===== src/rtl/uart_rx_engine.sv =====
// -----------------------------------------------------------------------------
// uart_rx_engine
//
// Serial receive end of the UART link. The asynchronous line is brought into
// the clock domain through a two-flop synchroniser, a falling edge on the
// synchronised line starts a frame, and every bit is sampled once at its
// centre. Frames carry 5..8 data bits (LSB first), optional odd/even parity
// and one or two stop bits. Each received byte is presented for exactly one
// cycle together with its parity and framing error flags.
//
// Parameters
//   P_CLK_DIV          clock cycles per bit period (4..65535)
//   P_USER_DATA_WIDTH  width of the delivered data word (fixed at 8)
//
// Ports
//   clock            in   system clock, rising edge
//   reset            in   asynchronous active-high reset
//   i_uart_rx        in   serial line, asynchronous, idles high
//   i_data_bits      in   data bits per frame (5..8, anything else means 8)
//   i_stop_bits      in   2 selects two stop bits, anything else one
//   i_check_bits     in   0/3 no parity, 1 odd, 2 even
//   o_user_rx_data   out  received data, right-aligned, unused upper bits 0
//   o_user_rx_valid  out  one-cycle pulse: data and flags are valid
//   o_parity_err     out  parity mismatch of the delivered frame
//   o_frame_err      out  a stop bit of the delivered frame was sampled low
//   o_rx_busy        out  high from start detection until return to idle
// -----------------------------------------------------------------------------
module uart_rx_engine #(
    parameter int P_CLK_DIV         = 434,
    parameter int P_USER_DATA_WIDTH = 8
) (
    input  logic                         clock,
    input  logic                         reset,
    input  logic                         i_uart_rx,
    input  logic [3:0]                   i_data_bits,
    input  logic [1:0]                   i_stop_bits,
    input  logic [1:0]                   i_check_bits,
    output logic [P_USER_DATA_WIDTH-1:0] o_user_rx_data,
    output logic                         o_user_rx_valid,
    output logic                         o_parity_err,
    output logic                         o_frame_err,
    output logic                         o_rx_busy
);

    localparam int CW = (P_CLK_DIV > 2) ? $clog2(P_CLK_DIV) : 2;
    localparam logic [CW-1:0] CNT_MAX    = CW'(P_CLK_DIV - 1);
    localparam logic [CW-1:0] CNT_SAMPLE = CW'(P_CLK_DIV / 2 - 1);

    typedef enum logic [2:0] {
        S_IDLE   = 3'd0,
        S_START  = 3'd1,
        S_DATA   = 3'd2,
        S_PARITY = 3'd3,
        S_STOP   = 3'd4
    } state_t;

    // Returns 1 when the data ones plus the parity bit break the selected rule.
    function automatic logic parity_mismatch(
        input logic [P_USER_DATA_WIDTH-1:0] data,
        input logic                         pbit,
        input logic                         odd
    );
        logic total_odd;
        total_odd = ^{data, pbit};
        return odd ? ~total_odd : total_odd;
    endfunction

    // Synchroniser and edge-detect history
    logic sync1_q;
    logic rx_s_q;
    logic rx_prev_q;

    // Control
    state_t        state_q, state_d;
    logic [CW-1:0] cnt_q, cnt_d;
    logic [3:0]    bit_cnt_q, bit_cnt_d;
    logic          stop_idx_q, stop_idx_d;

    // Configuration latched at start detection
    logic [3:0] nbits_q, nbits_d;
    logic       two_stop_q, two_stop_d;
    logic       par_en_q, par_en_d;
    logic       par_odd_q, par_odd_d;

    // Frame accumulation
    logic [P_USER_DATA_WIDTH-1:0] shift_q, shift_d;
    logic                         perr_acc_q, perr_acc_d;
    logic                         ferr_acc_q, ferr_acc_d;

    // Registered outputs
    logic [P_USER_DATA_WIDTH-1:0] data_q, data_d;
    logic                         valid_q, valid_d;
    logic                         perr_q, perr_d;
    logic                         ferr_q, ferr_d;
    logic                         busy_q, busy_d;

    logic start_edge_s;
    logic sample_s;
    logic last_data_s;
    logic last_stop_s;

    assign start_edge_s = rx_prev_q & ~rx_s_q;
    // The counter runs freely through the frame, so after the start-bit
    // centre every later sample lands exactly one bit period further on.
    assign sample_s     = (cnt_q == CNT_SAMPLE);
    assign last_data_s  = (bit_cnt_q == (nbits_q - 4'd1));
    assign last_stop_s  = (stop_idx_q == two_stop_q);

    // Two-flop synchroniser plus previous-sample register; preset to idle-high
    always_ff @(posedge clock or posedge reset) begin
        if (reset) begin
            sync1_q   <= 1'b1;
            rx_s_q    <= 1'b1;
            rx_prev_q <= 1'b1;
        end else begin
            sync1_q   <= i_uart_rx;
            rx_s_q    <= sync1_q;
            rx_prev_q <= rx_s_q;
        end
    end

    // FSM state register
    always_ff @(posedge clock or posedge reset) begin
        if (reset) begin
            state_q <= S_IDLE;
        end else begin
            state_q <= state_d;
        end
    end

    // FSM next-state logic
    always_comb begin
        state_d = state_q;
        case (state_q)
            S_IDLE: begin
                if (start_edge_s) begin
                    state_d = S_START;
                end else begin
                    state_d = S_IDLE;
                end
            end
            S_START: begin
                // A start bit that is high again at its centre was a glitch.
                if (sample_s) begin
                    if (rx_s_q) begin
                        state_d = S_IDLE;
                    end else begin
                        state_d = S_DATA;
                    end
                end else begin
                    state_d = S_START;
                end
            end
            S_DATA: begin
                if (sample_s && last_data_s) begin
                    if (par_en_q) begin
                        state_d = S_PARITY;
                    end else begin
                        state_d = S_STOP;
                    end
                end else begin
                    state_d = S_DATA;
                end
            end
            S_PARITY: begin
                if (sample_s) begin
                    state_d = S_STOP;
                end else begin
                    state_d = S_PARITY;
                end
            end
            S_STOP: begin
                // Leave at the centre of the last stop bit so a following
                // start edge without idle gap is still seen in IDLE.
                if (sample_s && last_stop_s) begin
                    state_d = S_IDLE;
                end else begin
                    state_d = S_STOP;
                end
            end
            default: begin
                state_d = S_IDLE;
            end
        endcase
    end

    // FSM output and datapath next-state logic
    always_comb begin
        cnt_d      = cnt_q;
        bit_cnt_d  = bit_cnt_q;
        stop_idx_d = stop_idx_q;
        nbits_d    = nbits_q;
        two_stop_d = two_stop_q;
        par_en_d   = par_en_q;
        par_odd_d  = par_odd_q;
        shift_d    = shift_q;
        perr_acc_d = perr_acc_q;
        ferr_acc_d = ferr_acc_q;
        data_d     = data_q;
        valid_d    = 1'b0;
        perr_d     = perr_q;
        ferr_d     = ferr_q;
        busy_d     = (state_d != S_IDLE);

        if (state_q == S_IDLE) begin
            cnt_d = '0;
        end else if (cnt_q == CNT_MAX) begin
            cnt_d = '0;
        end else begin
            cnt_d = cnt_q + {{(CW-1){1'b0}}, 1'b1};
        end

        case (state_q)
            S_IDLE: begin
                if (start_edge_s) begin
                    if ((i_data_bits >= 4'd5) && (i_data_bits <= 4'd8)) begin
                        nbits_d = i_data_bits;
                    end else begin
                        nbits_d = 4'd8;
                    end
                    two_stop_d = (i_stop_bits == 2'd2);
                    par_en_d   = (i_check_bits == 2'd1) || (i_check_bits == 2'd2);
                    par_odd_d  = (i_check_bits == 2'd1);
                    shift_d    = '0;
                    bit_cnt_d  = 4'd0;
                    stop_idx_d = 1'b0;
                    perr_acc_d = 1'b0;
                    ferr_acc_d = 1'b0;
                end else begin
                    bit_cnt_d = bit_cnt_q;
                end
            end
            S_DATA: begin
                // Writing at the bit index keeps short words right-aligned.
                if (sample_s) begin
                    shift_d[bit_cnt_q[2:0]] = rx_s_q;
                    bit_cnt_d               = bit_cnt_q + 4'd1;
                end else begin
                    bit_cnt_d = bit_cnt_q;
                end
            end
            S_PARITY: begin
                if (sample_s) begin
                    perr_acc_d = parity_mismatch(shift_q, rx_s_q, par_odd_q);
                end else begin
                    perr_acc_d = perr_acc_q;
                end
            end
            S_STOP: begin
                if (sample_s) begin
                    ferr_acc_d = ferr_acc_q | ~rx_s_q;
                    stop_idx_d = 1'b1;
                    if (last_stop_s) begin
                        valid_d = 1'b1;
                        data_d  = shift_q;
                        perr_d  = perr_acc_q;
                        ferr_d  = ferr_acc_q | ~rx_s_q;
                    end else begin
                        valid_d = 1'b0;
                    end
                end else begin
                    stop_idx_d = stop_idx_q;
                end
            end
            default: begin
                bit_cnt_d = bit_cnt_q;
            end
        endcase
    end

    // Datapath and output registers
    always_ff @(posedge clock or posedge reset) begin
        if (reset) begin
            cnt_q      <= '0;
            bit_cnt_q  <= 4'd0;
            stop_idx_q <= 1'b0;
            nbits_q    <= 4'd8;
            two_stop_q <= 1'b0;
            par_en_q   <= 1'b0;
            par_odd_q  <= 1'b0;
            shift_q    <= '0;
            perr_acc_q <= 1'b0;
            ferr_acc_q <= 1'b0;
            data_q     <= '0;
            valid_q    <= 1'b0;
            perr_q     <= 1'b0;
            ferr_q     <= 1'b0;
            busy_q     <= 1'b0;
        end else begin
            cnt_q      <= cnt_d;
            bit_cnt_q  <= bit_cnt_d;
            stop_idx_q <= stop_idx_d;
            nbits_q    <= nbits_d;
            two_stop_q <= two_stop_d;
            par_en_q   <= par_en_d;
            par_odd_q  <= par_odd_d;
            shift_q    <= shift_d;
            perr_acc_q <= perr_acc_d;
            ferr_acc_q <= ferr_acc_d;
            data_q     <= data_d;
            valid_q    <= valid_d;
            perr_q     <= perr_d;
            ferr_q     <= ferr_d;
            busy_q     <= busy_d;
        end
    end

    assign o_user_rx_data  = data_q;
    assign o_user_rx_valid = valid_q;
    assign o_parity_err    = perr_q;
    assign o_frame_err     = ferr_q;
    assign o_rx_busy       = busy_q;

endmodule

===== config.mk =====
export PLATFORM = sky130hd
export DESIGN_NAME = uart_rx_engine
export DESIGN_NICKNAME = d
export VERILOG_FILES = /design/src/rtl/uart_rx_engine.sv
export SDC_FILE = /design/constraint.sdc
export NUM_CORES = 1
export LEC_CHECK = 0
export BUFFER_PORTS_ARGS = -buffer_cell sky130_fd_sc_hd__buf_2
export CORE_MARGIN = 1.5
export CORE_UTILIZATION = 30
export CTS_CLUSTER_DIAMETER = 120
export CTS_CLUSTER_SIZE = 25
export DETAILED_ROUTE_END_ITERATION = 10
export GPL_ROUTABILITY_DRIVEN = 0
export PLACE_DENSITY = 0.48
export SLEW_MARGIN = 20
export SYNTH_ARGS = -nofsm -noshare
export SYNTH_HDL_FRONTEND = slang
export SYNTH_SLANG_ARGS = --single-unit
export TNS_END_PERCENT = 100

===== constraint.sdc =====
create_clock -name clock -period 4.4 [get_ports clock]
set_clock_uncertainty 0.15 [all_clocks]
set_input_delay 0.22 -clock clock [delete_from_list [all_inputs] [get_ports clock]]
set_output_delay 0.22 -clock clock [all_outputs]
set_load 0.01 [all_outputs]

* After elaboration in Yosys (flattened, before gate mapping)
Cells that the tools add are included.
Word-level totals: register bits 49, bits in latches 0, memory bits (writable) 0, bits in read-only memories 0, bits of input ports 11, memories kept 0
Cells by class: $add $sub $neg 3, multipliers 0, divide/modulo/power cells 0, $lt $le $gt $ge 4, equality and inequality tests 15, shifts and indexed selects 0, mux-type cells 31, bitwise operators 4, reduce and logical (&&, ||, !) cells 16
Operators with widths (number):
- $mux W9 | 2
- $mux W8 | 2
- $pmux W8 S2 | 1
- $mux W3 | 5
- $pmux W3 S5 | 1
- $mux W4 | 3
- $reduce_and A3 Y1 | 4
- $mux W1 | 10
- $add A9 B1 Y9 const B | 1
- $eq A9 B8 Y1 const B | 1
- $eq A9 B9 Y1 const B | 1
- $reduce_xor A9 Y1 | 1
- $bwmux W8 | 1
- $ne A2 B2 Y1 const B | 4
- $pmux W4 S2 | 1
- $eq A3 B2 Y1 const B | 2
- $pmux W1 S2 | 3
- $reduce_bool A2 Y1 | 3
- $add A4 B1 Y4 const B | 1
- $eq A2 B2 Y1 const B | 2
- $eq A4 B4 Y1 | 1
- $ge A4 B3 Y1 const B | 1
- $le A4 B4 Y1 const B | 1
- $logic_and A1 B1 Y1 | 4
- 16 further kinds | 17

* Logic depth before layout (Yosys ltp)
depth in word-level cells 7, depth in mapped cells 8

* Least setup slack after synthesis
No wires, ideal clock.
path kind register -> register, start register cnt_q[0], end register busy_q, in the netlist o_rx_busy, arrival time 1.887 ns, required time 4.112 ns, slack 2.225 ns, cell stages (with the launch flop) 8, cells stage by stage dfrtp_1 inv_1 ha_1 and4_4 buf_2 a21oi_2 or4_1 or4_1
On the way: longest elaborated chain between the ends 5, elaborated cells between the ends (all ways) 9, classes of those cells eq/ne (1); mux (5); reduce/logical (3)
RTL lines:
- start, declared | RTL line 75 | logic [CW-1:0] cnt_q, cnt_d;
- start signal, assigned | RTL line 290 | cnt_q <= cnt_d;
- $eq A9 B8 Y1 * | RTL line 105 | assign sample_s = (cnt_q == CNT_SAMPLE);
- $logic_and A1 B1 Y1, on equally long branches | RTL line 155, 175
- $mux W3, on equally long branches | RTL line 155, 175
- $pmux W3 S5 * | RTL line 134 | case (state_q)
- $reduce_bool A3 Y1 * | RTL line 203 | busy_d = (state_d != S_IDLE);
- via busy_d | RTL line 95 | logic busy_q, busy_d;
- end signal, assigned | RTL line 304 | busy_q <= busy_d;
- end, declared | RTL line 95
Mark *: on every way through the listed nets, which the timed path passes. The rest lies on a longest branch. A chain may end at the register's enable or synchronous reset.

* Final worst setup path
start register rx_s_q, end register busy_q, in the netlist o_rx_busy
On the way: longest elaborated chain between the ends 5, elaborated cells between the ends (all ways) 7, classes of those cells mux (4); bitwise (2); reduce/logical (1)
RTL lines:
- start, declared | RTL line 70 | logic rx_s_q;
- start signal, assigned | RTL line 117 | rx_s_q <= sync1_q;
- $not A1 Y1 | RTL line 102 | assign start_edge_s = rx_prev_q & ~rx_s_q;
- $and A1 B1 Y1 | RTL line 102
- $mux W1 | RTL line 136 | if (start_edge_s) begin
- $pmux W3 S5 * | RTL line 134
- $reduce_bool A3 Y1 * | RTL line 203
- via busy_d | RTL line 95
Marked as above.

==> impl_summary.txt <==
----------------------------------------------------
[Power and ir drop]
  Psw ... 0.293 mW
  Internal power contribution ... 0.721 mW
  Total power ... 1.01 mW
  Share of power burned in the clock network ... 0.287
  Sequential cell fraction of total power ... 0.544
  Leakage power summed over all cells ... 1.28 nW
  Total power density per cell area ... 372 nW/um2
  Combinational share of power ... 0.170
  Net switching fraction of the power ... 0.288
  Worst IR Drop VDD ... 0.122 mV

[Die]
  I/O Pins ... 23
  Cell Rows ... 32
  Initial cell density of the core ... 0.310
  Core Region ... 7730 um2
  Full die area ... 8540 um2
  Height of the die ... 92.4 um
  Overall die width ... 92.4 um

[Timing]
  Unrepaired setup endpoints after global routing ... false
  Maximum clock rate ... 0.435 GHz
  Crit share post-route ... 0.523
  Crit path setup slack, layout ... 2.10 ns
  Slew Limit Headroom ... 0.427
  Number of setup violations in the final report ... 0
  Actual slew at the worst max-slew pin ... 0.858 ns
  Final Hold Fails ... 0
  Final-layout setup total negative slack ... 0 ns
  Final period demand of the worst path ... 2.30 ns
  Pins Over Slew Limit ... 0

[CTS]
  Latest clock arrival within the worst-skew pair ... 0.30 ns
  CTS Root Buffer Type ... sky130_fd_sc_hd__clkbuf_8
  Clock tree sinks ... 49
  Clock tree from TritonCTS ... done
  Clock edge transition at the registers on the reported setup and hold paths ... 0.09 ns
  Cts-stage hold buffer count ... 3
  H-tree level count ... 2
  Post-CTS setup repair buffer count ... 0
  Longest Clk Path Bufs ... 2
  Total CTS buffers ... 5
  Count of instances resized after the clock tree is built ... 0

[Layout]
  Number of fill cells in the layout ... 807
  Area taken by multi-input logic gates ... 1060 um2
  Final nets ... 262
  Antenna diodes ... 0
  Commonest non-fill, non-tap cell in the layout ... sky130_fd_sc_hd__dfrtp_1
  Proportion of layout cells with a drive suffix above 1 ... 0.215
  Most frequent cells in the layout ... 45 x sky130_fd_sc_hd__dfrtp_1, 24 x sky130_fd_sc_hd__nand2_1, 22 x sky130_fd_sc_hd__buf_2
  Synth-to-Final Area Change ... 13.8%
  Area occupied by registers ... 1230 um2
  Filler-free cell count of the finished design ... 348

[Synthesis]
  Total standard cell area after synthesis ... 2400 um2
  Post-synthesis area per instance ... 10.8 um2
  Async S/R FF share, synth ... 1.00
  Number of flops mapped to enable cells by yosys ... 0
  Synth unique cells ... 43
  Seq/Total Area, Yosys ... 0.514
  Number of synthesis warnings ... 0
  Post-synthesis cell count ... 223
  Net count after synthesis ... 240
  Count of state elements after synthesis ... 49
  Most used flip-flop cell after synthesis ... sky130_fd_sc_hd__dfrtp_1

[Routing]
  DRT Wirelength ... 4660 um
  Detailed route wirelength on metal3 ... 147 um
  Via count normalized by instance count ... 4.69
  First drt pass iteration count ... 4
  Final antenna-violating net count ... 0
  Total via count after detailed routing ... 1633
  Met2 wire length ... 2090 um
  Wl on met1 ... 2350 um
  Remaining DRCs ... 0
  Highest metal layer used by the detailed router ... met4
  Detailed router's first-iteration violation count ... 59
  Wire length per cell ... 13.4 um

[Critical path]
  Worst stage delay on the critical path ... 0.58 ns
  R2R setup slack ... 2.10 ns
  Critical path's top delay family ... simple AND/OR/NAND/NOR gates
  Critical path class ... reg -> reg
  Critical-path top delay cell ... sky130_fd_sc_hd__dfstp_2
  Buffers plus inverters on the worst setup path ... 1
  Largest fanout of any net on the critical path ... 11
  Crit start category ... flop
  Cells traversed along the worst timing path ... inv_1 > and3_1 > or4_1 > or4_1
  Cell repeated most along the worst path ... sky130_fd_sc_hd__or4_1
  Critical path required time ... 4.43 ns
  Critical path data arrival time ... 2.33 ns
  Critical path endpoint category ... flop

[Placed design]
  Count of port buffers added during placement ... 22
  HPWL after DPL ... 3270 um
  Placed cell count ... 336
  Worst setup slack after placement ... 2.07 ns

[GRT]
  Via count of the first global-routing pass ... 1654
  Overall overflow remaining after global route ... 0
  Initial antenna violation count ... 0
  First-pass GRT wire length ... 8130 um
  Pin count of the biggest net entering global routing ... 50
  All-Layer GR Usage ... 0.120

[Flow run]
  Maxcap violations ... 0

[Min path]
  Hold/Removal Path Class ... in -> reg

[Run status]
  Status ... finished clean

----------------------------------------------------
==> worst reg2reg max path, stage by stage (launching register included) <==
cell                      delay (ns)
sky130_fd_sc_hd__dfstp_2        0.58
sky130_fd_sc_hd__inv_1          0.18
sky130_fd_sc_hd__and3_1         0.32
sky130_fd_sc_hd__or4_1          0.54
sky130_fd_sc_hd__or4_1          0.40
==> per-stage QoR <==
stage,utilization,instance area (um2),hold WS (ns)
after floorplan,-,2400,0.0745
after global placement,0.335,2580,0.176
after global routing,0.353,2730,0.0342
final,0.353,2730,0.0126
after detailed placement,0.335,2580,0.178
after CTS,0.352,2720,0.00530
==> metal layers <==
metal / GRT usage / vias to the layer above
met2: 0.191 / 30
met3: 0.0222 / 7
met4: 0.0423 / 0
li1: - / 805
met5: 0 / -
met1: 0.164 / 791
==> power by group through the flow <==
stage               Combinational [mW]  Sequential (mW)  Clock, mW
floorplan                        0.150            0.541          0
global placement                 0.171            0.559          0
detailed placement               0.173            0.561          0
CTS                              0.176            0.552      0.306
global route                     0.204            0.561      0.322
finish                           0.172            0.551      0.291
==> cell type report <==
type,instances,area share
Clock buffer,7,0.0353
Clock inverter,1,0.00183
Inverter,14,0.0197
Multi-Input combinational cell,149,0.390
Sequential cell,49,0.451
Tap cell,102,0.0468
Timing Repair Buffer,26,0.0550
==> synthesized netlist by cell type (3+ instances only) <==
master | n | area share
sky130_fd_sc_hd__nand4_1 | 4 | 0.010
sky130_fd_sc_hd__mux2i_1 | 9 | 0.038
sky130_fd_sc_hd__nor3b_1 | 3 | 0.0094
sky130_fd_sc_hd__dfstp_2 | 4 | 0.044
sky130_fd_sc_hd__xor2_1 | 5 | 0.018
sky130_fd_sc_hd__nor3_1 | 4 | 0.0084
sky130_fd_sc_hd__inv_1 | 14 | 0.022
sky130_fd_sc_hd__dfrtp_1 | 45 | 0.47
sky130_fd_sc_hd__ha_1 | 6 | 0.031
sky130_fd_sc_hd__nand3_1 | 12 | 0.025
sky130_fd_sc_hd__nor2_1 | 14 | 0.022
sky130_fd_sc_hd__nor4_1 | 5 | 0.013
sky130_fd_sc_hd__o21ai_0 | 8 | 0.017
sky130_fd_sc_hd__nand2_1 | 24 | 0.038
sky130_fd_sc_hd__buf_2 | 4 | 0.0084
sky130_fd_sc_hd__mux2_2 | 10 | 0.047
sky130_fd_sc_hd__clkbuf_1 | 6 | 0.0094
sky130_fd_sc_hd__or4_1 | 3 | 0.0094
sky130_fd_sc_hd__xnor2_1 | 16 | 0.058
==> flip-flops by register name (all words and copies together) (netlist names) <==
| signal | count |
|---|---|
| rx_s_q | 1 |
| o_user_rx_valid | 1 |
| stop_idx_q | 1 |
| o_frame_err | 1 |
| state_q | 3 |
| rx_prev_q | 1 |
| ferr_acc_q | 1 |
| shift_q | 8 |
| sync1_q | 1 |
| bit_cnt_q | 4 |
| par_odd_q | 1 |
| o_parity_err | 1 |
| cnt_q | 9 |
| nbits_q | 4 |
| two_stop_q | 1 |
| o_rx_busy | 1 |
| perr_acc_q | 1 |
| o_user_rx_data | 8 |
| par_en_q | 1 |
==> kinds of logic after synthesis <==
logic type      synth area share
mux                       0.0846
buf+inv                   0.0428
simple gates               0.184
xor+xnor                  0.0861
flops                      0.514
compound gates            0.0579
fa+ha+maj                 0.0313
==> path summary, 6_finish.rpt <==
kind | from | end | cells past startpoint
max | rx_s_q | o_rx_busy | 4
min | i_stop_bits[0] | two_stop_q | 3
max reg2reg | rx_s_q | o_rx_busy | 4
min reg2reg | sync1_q | rx_s_q | 0
max in group asynchronous | reset | cnt_q[6] | 3
min in group asynchronous | reset | o_user_rx_data[7] | 3
Note: power is estimated with default switching activity, not from simulation.
